===== config.mk =====
export PLATFORM = sky130hd
export DESIGN_NAME = cordic_phase_sequencer
export DESIGN_NICKNAME = d
export VERILOG_FILES = /design/src/rtl/cordic_phase_sequencer.sv
export SDC_FILE = /design/constraint.sdc
export NUM_CORES = 1
export LEC_CHECK = 0
export ABC_AREA = 1
export CORE_UTILIZATION = 56
export CTS_CLUSTER_SIZE = 40
export DETAILED_ROUTE_END_ITERATION = 10
export GPL_TIMING_DRIVEN = 0
export PLACE_DENSITY_LB_ADDON = 0.3
export SLEW_MARGIN = 30
export SYNTH_ARGS = -nofsm -noshare
export SYNTH_HDL_FRONTEND = slang
export SYNTH_SLANG_ARGS = --single-unit
export TNS_END_PERCENT = 50

===== constraint.sdc =====
create_clock -name clk -period 5.2 [get_ports clk]
set_clock_uncertainty 0.05 [all_clocks]
set_input_delay 0.52 -clock clk [delete_from_list [all_inputs] [get_ports clk]]
set_output_delay 0.52 -clock clk [all_outputs]
set_load 0.01 [all_outputs]

===== src/rtl/cordic_phase_sequencer.sv =====
// Phase-sweep driver and result collector for the CORDIC core.
// Optional build macro: CORDIC_SEQ_SAT_EN (saturating cosine negation).
module cordic_phase_sequencer #(
  parameter int CORE_LAT = 16,
  parameter int CNT_W    = 16
) (
  input  logic                clk,
  input  logic                rst,
  input  logic                start,
  input  logic                abort,
  input  logic [15:0]         phase_init,
  input  logic [15:0]         phase_inc,
  input  logic [CNT_W-1:0]    n_samples,
  output logic signed [15:0]  Az,
  output logic                load,
  input  logic signed [15:0]  Ax,
  input  logic signed [15:0]  Ay,
  output logic signed [15:0]  cos_out,
  output logic signed [15:0]  sin_out,
  output logic                out_valid,
  input  logic                out_ready,
  output logic                busy,
  output logic                done
);

  localparam logic [7:0] WAIT_LOAD = 8'(CORE_LAT - 1);

  typedef enum logic [1:0] {IDLE, LOAD, WAIT, OUT} state_t;

  state_t                state, state_nxt;
  logic [15:0]           p;
  logic [15:0]           inc;
  logic [CNT_W-1:0]      cnt;
  logic [7:0]            wcnt;
  logic                  fold_r;
  logic signed [15:0]    az_r;
  logic                  fold_now;
  logic                  last;
  logic                  wait_end;

  // Quadrants II/III are mirrored about +/-pi/2 into the core's range.
  function automatic logic signed [15:0] fold_angle(input logic [15:0] ph);
    logic [15:0] r;
    r = (ph[15] ^ ph[14]) ? (16'h8000 - ph) : ph;
    return $signed(r);
  endfunction

  function automatic logic signed [15:0] negate(input logic signed [15:0] x);
`ifdef CORDIC_SEQ_SAT_EN
    if (x == $signed(16'h8000)) return $signed(16'h7FFF);
`endif
    return -x;
  endfunction

  assign fold_now = p[15] ^ p[14];
  assign last     = (cnt == CNT_W'(1));
  assign wait_end = (wcnt == 8'd0);

  always_ff @(posedge clk or negedge rst) begin
    if (!rst) state <= IDLE;
    else      state <= state_nxt;
  end

  always_comb begin
    state_nxt = state;
    case (state)
      IDLE: if (start && (n_samples != '0)) state_nxt = LOAD;
      LOAD: state_nxt = WAIT;
      WAIT: if (wait_end) state_nxt = OUT;
      OUT:  if (out_ready) state_nxt = last ? IDLE : LOAD;
      default: state_nxt = IDLE;
    endcase
    if (abort && (state != IDLE)) state_nxt = IDLE;
  end

  always_comb begin
    load      = (state == LOAD);
    out_valid = (state == OUT);
    busy      = (state != IDLE);
    Az        = (state == LOAD) ? fold_angle(p) : az_r;
  end

  always_ff @(posedge clk or negedge rst) begin
    if (!rst) begin
      p       <= '0;
      inc     <= '0;
      cnt     <= '0;
      wcnt    <= '0;
      fold_r  <= 1'b0;
      az_r    <= '0;
      cos_out <= '0;
      sin_out <= '0;
      done    <= 1'b0;
    end else begin
      done <= 1'b0;
      case (state)
        IDLE: begin
          if (start) begin
            p    <= phase_init;
            inc  <= phase_inc;
            cnt  <= n_samples;
            done <= (n_samples == '0);
          end
        end
        LOAD: begin
          az_r   <= fold_angle(p);
          fold_r <= fold_now;
          wcnt   <= WAIT_LOAD;
        end
        WAIT: begin
          if (!wait_end) begin
            wcnt <= wcnt - 8'd1;
          end else if (!abort) begin
            cos_out <= fold_r ? negate(Ax) : Ax;
            sin_out <= Ay;
          end
        end
        OUT: begin
          // Abort wins over a same-cycle handshake: the sample is dropped.
          if (out_ready && !abort) begin
            p    <= p + inc;
            cnt  <= cnt - CNT_W'(1);
            done <= last;
          end
        end
        default: ;
      endcase
    end
  end

endmodule


==> results.toml <==
[setup_path]
worstPathRequired_ps = 4630
startpoint_type = "register"
crit_top_cell = "inv_1"
endpoint_kind = "output port"
crit_path_max_fanout = 10
slowest_stage = "clkdlybuf4s50_1"
path_cells = "inv_1, ha_1, buf_2, inv_1, clkbuf_1, nand2_1, o21ai_0, clkdlybuf4s50_1"
cp_data_arrival_time_ps = 2870
criticalPathCategory = "reg -> out"
critPathMaxStageDelay_ps = 600

[cells_and_area]
final_cell_area_um2 = 8560
final_core_util_pct = 74.3
num-nets-final = 1179
area_delta_synth_final_pct = 28.6
n_antenna_cell = 0
final_layout_size_suffix_gt1_share_pct = 5.87
nFillCells = 914

[route]
viasPerCell = 5.33
routed_wl_um = 17100
drt_first_pass_iters = 8
drt_iter0_markers = 455
drc = 14
vias = 6476
antenna_left = 0
wl_per_cell_um = 14.1

[run_status]
violations = "design-rule violations"
status = "complete, but fails checks"

[hold_path]
hold_path_class = "in -> async"

[power_and_ir_drop]
power.share.clock_pct = 15.8
power_switching_share_pct = 44.6
switchingPower_mw = 2.16
seq_power_share_pct = 27.8
combPwrFrac_pct = 56.4
powerDensity_nw_per_um2 = 565
p_int_mw = 2.68
total_power_mw = 4.84
ir_drop_uv = 281
p_leak_nw = 4.25

[synthesis]
synth_top_family_by_area = "simple AND/OR/NAND/NOR gates"
synth_nets = 1031
synth-seq-cells = 108
yosysUniqueCellTypes = 36
yosys.area_share.simple_pct = 29.8
synth-compound-area-share_pct = 9.92
synth_area_um2 = 6660
synth-xor-area-share_pct = 2.76
avgSynthCellArea_um2 = 7.24
synthCells = 920
yosysSeqAreaShare_pct = 40.6
synth_mux_area_share_pct = 2.71
yosysWarningCount = 0
synth_adder_area_share_pct = 5.00

[floorplanning]
die_h_um = 111
ios = 137
die_w_um = 111
rows = 39
core_um2 = 11500
dieArea_um2 = 12300
start_util_pct = 57.8

[clock_tree]
htreeDepth = 3
cts_buffer_depth = 2
cts_sinks = 108
root_buffer = "clkbuf_16"
clk_latency_ps = 360
numCtsBuffers = 9
cts_tree = "done"
postCtsSetupBuffers = 0
ctsHoldBuffers = 0
clk_pin_slew_ps = 70
cts_resized = 0

[place]
portBuffers = 136
dpl-instance-area_um2 = 8230
place.gp.congestion = 0.909
hpwl_um = 13000

[sta]
fin_hold_ws_ps = 23.4
rsz0062_at_grt = "false"
hold_viol = 0
fmax_mhz = 291
setup_violations = 0
relSlewSlack_pct = 59.2
tightest_slew_ps = 612
slew_violations = 0
period_share_pct = 66.1
fin_crit_ps = 3440

[global_routing]
antenna_found_initial = 0
grt_pass1_wl_um = 28900
grt-ovfl-total = 0
grt_max_degree = 67
grt_pass1_vias = 6178
grt.total_usage_pct = 29.5

[flow_run]
maxCapViolCount = 0
==> layout make-up <==
class                   instances  area (µm²)  share of cell area (%)
multi-input cells             667        3340                    39.0
flip-flops and latches        108        2700                    31.6
repair buffers                137        1390                    16.2
inverters                     119         447                    5.22
clock buffers                  11         253                    2.95
well taps                     143         179                    2.09
plain buffers                  26         166                    1.94
clock inverters                 5        83.8                   0.979
==> cell usage after synthesis (all sizes together) <==
master / number / share of area [%]
xor2: 17 / 2.2
a31oi: 6 / 0.56
and2: 1 / 0.094
nand2: 290 / 17
nor4: 1 / 0.094
nor2: 94 / 5.4
o21ai: 68 / 5.3
a22oi: 1 / 0.19
inv: 119 / 6.7
mux2: 16 / 2.7
nand3: 79 / 5.9
o21a: 1 / 0.11
or2: 2 / 0.19
o31ai: 2 / 0.23
ha: 25 / 4.7
fa: 1 / 0.30
dfrtp: 108 / 41
xnor2: 4 / 0.53
nand4: 5 / 0.47
o21bai: 1 / 0.11
o211ai: 8 / 0.90
o22ai: 7 / 0.66
nand3b: 3 / 0.34
buf: 19 / 2.1
a21oi: 25 / 1.9
clkbuf: 7 / 0.39
nor3: 10 / 0.75
==> power by group through the flow <==
stage	registers [mW]	logic (mW)	clock network (mW)
finish	1.35	2.73	0.763
detailed placement	1.35	2.69	0
global placement	1.34	2.60	0
CTS	1.34	2.71	0.774
global route	1.38	3.08	0.809
floorplan	1.29	1.93	0
==> flip-flops by register name (all words and copies together), names as in the netlist <==
| name | cells |
|---|---|
| p | 16 |
| wcnt | 8 |
| state | 2 |
| inc | 16 |
| fold_r | 1 |
| cos_out | 16 |
| cnt | 16 |
| done | 1 |
| az_r | 16 |
| sin_out | 16 |
==> critical path, delay by kind of cell (launching register included) <==
kind / cells / cell delay [ps]
DFF: 1 / 430
and+or+nand+nor: 1 / 100
adders and majority gates: 1 / 260
buffers and inverters: 5 / 1570
AOI/OAI and AO/OA: 1 / 150
==> routing by layer <==
layer | track usage (%) | routed length [µm] | vias up
li1 | - | - | 3239
met1 | 38.1 | 7390 | 2992
met2 | 48.9 | 8190 | 210
met3 | 6.18 | 1050 | 35
met4 | 11.0 | 501 | 0
met5 | 0 | 0 | -
==> logic make-up after synthesis <==
kind of cell | count (synthesis)
compound gates | 119
xor+xnor | 21
fa+ha+maj | 26
buf+inv | 145
flops | 108
mux | 16
simple gates | 485
==> final timing paths <==
kind,start,endpoint,slack (ps),cells past startpoint
max in group asynchronous,rst,state[0],4420,2
hold / removal,rst,az_r[5],20,1
setup / recovery,state[1],Az[8],1760,8
min in group clk,az_r[11],az_r[11],430,2
hold reg to reg,az_r[11],az_r[11],430,2
setup reg to reg,state[1],wcnt[2],2990,8
==> cells in the final DEF (no fill, tap or decap), drive strengths merged, types with 10 or more instances in the layout <==
cell | synthesis | layout
a21oi | 25 | 25
buf | 19 | 21
clkbuf | 7 | 18
clkdlybuf4s50 | 0 | 135
dfrtp | 108 | 108
ha | 25 | 25
inv | 119 | 119
mux2 | 16 | 16
nand2 | 290 | 290
nand3 | 79 | 79
nor2 | 94 | 94
nor3 | 10 | 10
o21ai | 68 | 68
xor2 | 17 | 17
==> stage by stage <==
step	TNS [ps]	cells	setup WS, ps
finish	0	1216	1760
detailed placement	0	1200	2190
global route	0	1216	1560
floorplan	0	920	3100
global placement	-64120	1199	-604
CTS	0	1216	1760
Power figures use the tool's default switching activity.
